===== src/rtl/fetch_pkg.sv =====
// Shared types and constants for the instruction fetch stage.
// Optional feature macro used by instr_fetch: FETCH_PERF_CNT_EN.
package fetch_pkg;

  typedef enum logic [1:0] {
    IDLE  = 2'd0,
    FETCH = 2'd1,
    VALID = 2'd2
  } fetch_state_t;

  // Field bounds inside the 32-bit instruction word
  localparam int COND_HI  = 31;
  localparam int COND_LO  = 28;
  localparam int OP_HI    = 27;
  localparam int OP_LO    = 26;
  localparam int FUNCT_HI = 25;
  localparam int FUNCT_LO = 20;
  localparam int RD_HI    = 15;
  localparam int RD_LO    = 12;

  localparam int INSTR_BYTES = 4;
  localparam int PERF_W      = 32;

endpackage


===== src/rtl/instr_fields.sv =====
// Combinational split of the instruction register into the decode fields.
module instr_fields
  import fetch_pkg::*;
(
  input  logic [31:0] i_instr,
  output logic [3:0]  o_cond,
  output logic [1:0]  o_op,
  output logic [5:0]  o_funct,
  output logic [3:0]  o_rd
);

  // Bits not consumed by decode here (Rn and operand2) are folded away
  logic w_unused_bits;

  assign o_cond        = i_instr[COND_HI:COND_LO];
  assign o_op          = i_instr[OP_HI:OP_LO];
  assign o_funct       = i_instr[FUNCT_HI:FUNCT_LO];
  assign o_rd          = i_instr[RD_HI:RD_LO];
  assign w_unused_bits = ^{i_instr[19:16], i_instr[11:0]};

endmodule


===== src/rtl/instr_fetch.sv =====
// Instruction fetch stage: PC, req/ack fetch FSM, instruction register,
// branch redirect. Optional macro FETCH_PERF_CNT_EN adds saturating
// fetch/stall performance counters.
module instr_fetch
  import fetch_pkg::*;
#(
  parameter int                ADDR_W   = 32,
  parameter int                DATA_W   = 32,
  parameter logic [ADDR_W-1:0] RESET_PC = '0
) (
  input  logic              clk,
  input  logic              rst,
  output logic              imem_req,
  output logic [ADDR_W-1:0] imem_addr,
  input  logic              imem_ack,
  input  logic [DATA_W-1:0] imem_rdata,
  input  logic              stall,
  input  logic              branch_en,
  input  logic [ADDR_W-1:0] branch_target,
  output logic [DATA_W-1:0] instr,
  output logic              instr_valid,
  output logic [ADDR_W-1:0] pc_out,
  output logic [ADDR_W-1:0] pc_plus8,
  output logic [3:0]        cond,
  output logic [1:0]        op,
  output logic [5:0]        funct,
  output logic [3:0]        rd
`ifdef FETCH_PERF_CNT_EN
  ,
  output logic [PERF_W-1:0] perf_fetch_cnt,
  output logic [PERF_W-1:0] perf_stall_cnt
`endif
);

  localparam logic [ADDR_W-1:0] ALIGN_MASK  = ~ADDR_W'(INSTR_BYTES - 1);
  localparam logic [ADDR_W-1:0] PC_STEP     = ADDR_W'(INSTR_BYTES);
  localparam logic [ADDR_W-1:0] R15_OFFSET  = ADDR_W'(2 * INSTR_BYTES);
  localparam logic [ADDR_W-1:0] RESET_PC_AL = RESET_PC & ALIGN_MASK;

  fetch_state_t      r_state;
  logic [ADDR_W-1:0] r_pc;
  logic [ADDR_W-1:0] r_pc_out;
  logic [DATA_W-1:0] r_instr;
  logic              r_instr_valid;
  logic              r_imem_req;
  logic              w_ack_taken;

  // An ack only counts while a request is actually outstanding
  assign w_ack_taken = imem_ack & r_imem_req;

  // Fetch FSM with PC, instruction register and registered request
  always_ff @(posedge clk) begin
    if (!rst) begin
      r_state       <= IDLE;
      r_pc          <= RESET_PC_AL;
      r_pc_out      <= RESET_PC_AL;
      r_instr       <= '0;
      r_instr_valid <= 1'b0;
      r_imem_req    <= 1'b0;
    end else begin
      case (r_state)
        IDLE: begin
          r_state    <= FETCH;
          r_imem_req <= 1'b1;
        end
        FETCH: begin
          if (w_ack_taken) begin
            r_instr       <= imem_rdata;
            r_pc_out      <= r_pc;
            r_pc          <= r_pc + PC_STEP;
            r_instr_valid <= 1'b1;
            r_imem_req    <= 1'b0;
            r_state       <= VALID;
          end
        end
        VALID: begin
          if (!stall) begin
            r_instr_valid <= 1'b0;
            r_imem_req    <= 1'b1;
            r_state       <= FETCH;
            if (branch_en) begin
              r_pc <= branch_target & ALIGN_MASK;
            end
          end
        end
        default: begin
          r_state    <= IDLE;
          r_imem_req <= 1'b0;
        end
      endcase
    end
  end

`ifdef FETCH_PERF_CNT_EN
  logic [PERF_W-1:0] r_perf_fetch_cnt;
  logic [PERF_W-1:0] r_perf_stall_cnt;
  logic              w_stall_cycle;

  assign w_stall_cycle = ((r_state == VALID) && stall) ||
                         ((r_state == FETCH) && !imem_ack);

  // Saturating counters: captured fetches and cycles lost to stall/wait
  always_ff @(posedge clk) begin
    if (!rst) begin
      r_perf_fetch_cnt <= '0;
      r_perf_stall_cnt <= '0;
    end else begin
      if ((r_state == FETCH) && w_ack_taken && (r_perf_fetch_cnt != '1)) begin
        r_perf_fetch_cnt <= r_perf_fetch_cnt + 1'b1;
      end
      if (w_stall_cycle && (r_perf_stall_cnt != '1)) begin
        r_perf_stall_cnt <= r_perf_stall_cnt + 1'b1;
      end
    end
  end

  assign perf_fetch_cnt = r_perf_fetch_cnt;
  assign perf_stall_cnt = r_perf_stall_cnt;
`endif

  assign imem_req    = r_imem_req;
  assign imem_addr   = r_pc;
  assign instr       = r_instr;
  assign instr_valid = r_instr_valid;
  assign pc_out      = r_pc_out;
  assign pc_plus8    = r_pc_out + R15_OFFSET;

  instr_fields u_fields (
    .i_instr (r_instr[31:0]),
    .o_cond  (cond),
    .o_op    (op),
    .o_funct (funct),
    .o_rd    (rd)
  );

endmodule


===== config.mk =====
export PLATFORM = sky130hd
export DESIGN_NAME = instr_fetch
export DESIGN_NICKNAME = d
export VERILOG_FILES = /design/src/rtl/fetch_pkg.sv /design/src/rtl/instr_fields.sv /design/src/rtl/instr_fetch.sv
export SDC_FILE = /design/constraint.sdc
export NUM_CORES = 1
export LEC_CHECK = 0
export ABC_AREA = 0
export BUFFER_PORTS_ARGS = -buffer_cell sky130_fd_sc_hd__buf_2
export CAP_MARGIN = 0
export CORE_ASPECT_RATIO = 0.8
export CORE_MARGIN = 2
export CORE_UTILIZATION = 40
export DETAILED_ROUTE_END_ITERATION = 10
export GPL_TIMING_DRIVEN = 0
export PLACE_DENSITY = 0.69
export SLEW_MARGIN = 10
export SYNTH_ARGS = -nofsm -noshare
export SYNTH_HDL_FRONTEND = slang
export SYNTH_SLANG_ARGS = --single-unit
export TNS_END_PERCENT = 1

===== constraint.sdc =====
create_clock -name clk -period 2.8 [get_ports clk]
set_input_delay 0.56 -clock clk [delete_from_list [all_inputs] [get_ports clk]]
set_output_delay 0.56 -clock clk [all_outputs]
set_load 0.01 [all_outputs]

==> results.py <==
metrics = {
    "power": {
        "combPwrFrac_pct": 8.9,
        "power.internal_mw": 2.18,
        "switching_share_pct": 24.5,
        "power_switching_mw": 0.709,
        "pwr_density_cell_nw_per_um2": 446,
        "sequentialPowerShare_pct": 49.2,
        "irDropWorstVdd_mv": 0.335,
        "finalPower_mw": 2.89,
        "p_leak_nw": 2.86,
        "p_clk_share_pct": 41.9,
    },
    "floorplanning": {
        "die_w_microns": 128,
        "die-height_microns": 103,
        "io_pins": 215,
        "start_util_pct": 40.7,
        "dieArea_sq_um": 13200,
        "core.rowCount": 36,
        "core_area_sq_um": 12100,
    },
    "timing": {
        "finalCritPeriodShare_pct": 94.3,
        "fin_skew_ps": 10.4,
        "max_freq_mhz": 379,
        "slew_headroom_pct": 55.4,
        "rsz0062_at_grt": "false",
        "max_slew.worst_pin.slew_ps": 668,
        "fin_setup_tns_ps": 0,
        "fin_hold_ws_ps": 453,
        "finalMaxSlewViolations": 0,
        "hold_viol": 0,
        "setup_viol": 0,
        "min_period_ps": 2640,
    },
    "clock_tree": {
        "cts_sinks": 96,
        "cts_root_buf": "clkbuf_16",
        "numCtsBuffers": 9,
        "cts_tree": "built",
        "ctsHtreeMaxLevel": 3,
        "cts_buffer_depth": 2,
        "clk_pin_slew_worst_paths_ps": 70,
        "ctsHoldBuffers": 0,
        "insertion_delay_ps": 340,
    },
    "synthesis": {
        "yosysTopAreaCell": "dfxtp_1",
        "synth_mux_area_share_pct": 0.609,
        "synth_top_area_share_pct": 39.0,
        "avgSynthCellArea_sq_um": 7.44,
        "synth_area_leaders": "dfxtp_1 (39%), nand2_1 (13%), a21oi_1 (9.0%)",
        "syn_area_sq_um": 4930,
        "yosys.area_share.xor_xnor_pct": 4.79,
        "synth_seq_cells": 96,
        "synthAdderAreaFrac_pct": 0.507,
        "synth.distinct_cells": 55,
        "synth_top_family_by_area": "simple AND/OR/NAND/NOR gates",
        "synthArstFlopShare_pct": 0,
        "yosysWarnings": 0,
        "synth_common_cells": "nand2_1 (176), dfxtp_1 (96), a21oi_1 (89)",
        "yosysSeqAreaShare_pct": 39.0,
        "synth-compound-area-share_pct": 17.3,
        "ys_dominant_reg_cell": "dfxtp_1",
        "postSynthCellCount": 663,
        "yosys.area_share.simple_pct": 30.3,
        "synth-edff-count": 0,
        "post-synth-top-count-cell": "nand2_1",
    },
    "final_layout": {
        "drive_gt1_share_pct": 29.5,
        "nets": 954,
        "num-fill-cells": 1244,
        "area_growth_pct": 31.5,
        "stdcell_area_sq_um": 6490,
        "diodes": 0,
        "finalNonFillerCells": 1039,
    },
    "worst_setup_path": {
        "cp.arrival_ps": 2080,
        "ff2ff_setup_slack_ps": 610,
        "start_kind": "flip-flop",
        "end_kind": "output port",
        "worstSetupPathType": "flip-flop to output port",
        "crit_required_ps": 2240,
        "path_max_fanout": 8,
    },
    "detailed_routing": {
        "postRouteAntennaNets": 0,
        "totalWireLength_mm": 16.0,
        "drc": 0,
        "drt_iter0_markers": 348,
        "avgViaCountPerCell": 5.18,
        "route.vias.total": 5385,
        "wl_per_cell_microns": 15.4,
        "dr.pass1.iters": 5,
    },
    "min_path": {
        "hp-class": "primary input to flip-flop",
    },
    "place": {
        "dp_cells": 1025,
        "place_area_sq_um": 6170,
        "place_congestion": 0.859,
        "hpwl_mm": 12.1,
        "portBuffers": 205,
    },
    "job": {
        "maxCapViolations": 0,
    },
    "run_status": {
        "status": "finished, final reports clean",
    },
    "global_routing": {
        "grt_pass1_vias": 4519,
        "grtUsageTotal_pct": 23.0,
        "grt_pass1_wl_mm": 24.1,
        "antenna_found_initial": 0,
        "grt_start_max_net_pins": 16,
        "grt_overflow": 0,
    },
}
## stage by stage
step                setup slack [ps]  util [%]
floorplan                        483         -
global placement                45.1      50.9
detailed placement              22.1      50.9
CTS                             18.5      53.3
global route                    4.36      53.5
finish                           160      53.5
## per-layer routing
metal  global-route usage (%)  vias up  wire length (microns)
met5                        0        -                      0
met4                     4.06        0                    172
met3                     4.63       15                   1170
met2                     36.1      214                   7140
met1                     33.3     2438                   7530
li1                         -     2718                      -
## path summary, 6_finish.rpt
path,from,to,depth (start not counted)
setup / recovery,pc_out[3],pc_plus8[31],7
hold / removal,imem_rdata[29],instr[29],3
setup reg to reg,imem_addr[2],imem_addr[26],7
hold reg to reg,instr[10],instr[10],2
## placed cells by master, fill, tap and decap left out, drive strengths merged, types with 3 or more instances in the layout
master,Yosys,final
nor3,12,12
a22oi,3,3
nand4,19,19
or3,3,3
a21oi,89,89
conb,1,6
dfxtp,96,96
o31a,3,3
clkbuf,36,43
xnor2,23,23
mux2i,3,3
xor2,4,4
o22ai,4,4
nand2,176,176
a31oi,10,10
or4,3,3
nand3,35,35
and2,8,8
buf,31,238
o211ai,5,5
and3,15,15
o21a,5,5
a311oi,3,3
and4,7,7
o21ai,15,15
nor2,28,28
## timing repair
item,in CTS,in global routing
setup endpoints to repair,15,14
gates cloned,0,0
gates resized for setup,3,5
buffers inserted,0,2
pin swaps,0,2
## worst max-delay path, cell delays in order, from the launching register on
cell     delay, ps
dfxtp_1        410
ha_1           250
nand2_1        140
nor3_4         200
and3_4         280
nand4_1        140
xnor2_1        170
buf_2          150
## registers in the layout, summed over array words and instances (netlist names)
register,flops
imem_addr,30
imem_req,1
pc_out,30
instr_valid,1
r_state,2
instr,32
## layout make-up
cell class                      count  area, sq um  area share [%]
Sequential cell                    96         1920            29.6
Tap cell                          152          190            2.93
Timing Repair Buffer              207         1040            16.0
Clock inverter                      5         58.8           0.907
Buffer                             64          353            5.44
Clock buffer                       10          229            3.53
Multi-Input combinational cell    503         2680            41.4
Inverter                            2         7.51           0.116
## logic make-up (layout without fill, tap and decap cells)
| family | Yosys count | in the layout |
|---|---|---|
| AO/OA/AOI/OAI | 148 | 148 |
| XOR/XNOR | 27 | 27 |
| adder cells (fa/ha/maj) | 2 | 2 |
| buffers and inverters | 69 | 288 |
| flip-flops | 96 | 96 |
| multiplexers | 3 | 3 |
| other | 1 | 6 |
| AND/OR/NAND/NOR | 317 | 317 |
## power groups by stage
stage / Combinational (mW) / Clock [mW] / Sequential (mW)
after floorplan: 0.122 / 0 / 1.46
after global placement: 0.254 / 0 / 1.45
after detailed placement: 0.255 / 0 / 1.45
after CTS: 0.256 / 1.22 / 1.42
after global routing: 0.281 / 1.28 / 1.43
final: 0.257 / 1.21 / 1.42
(Power assumes the default switching activity.)
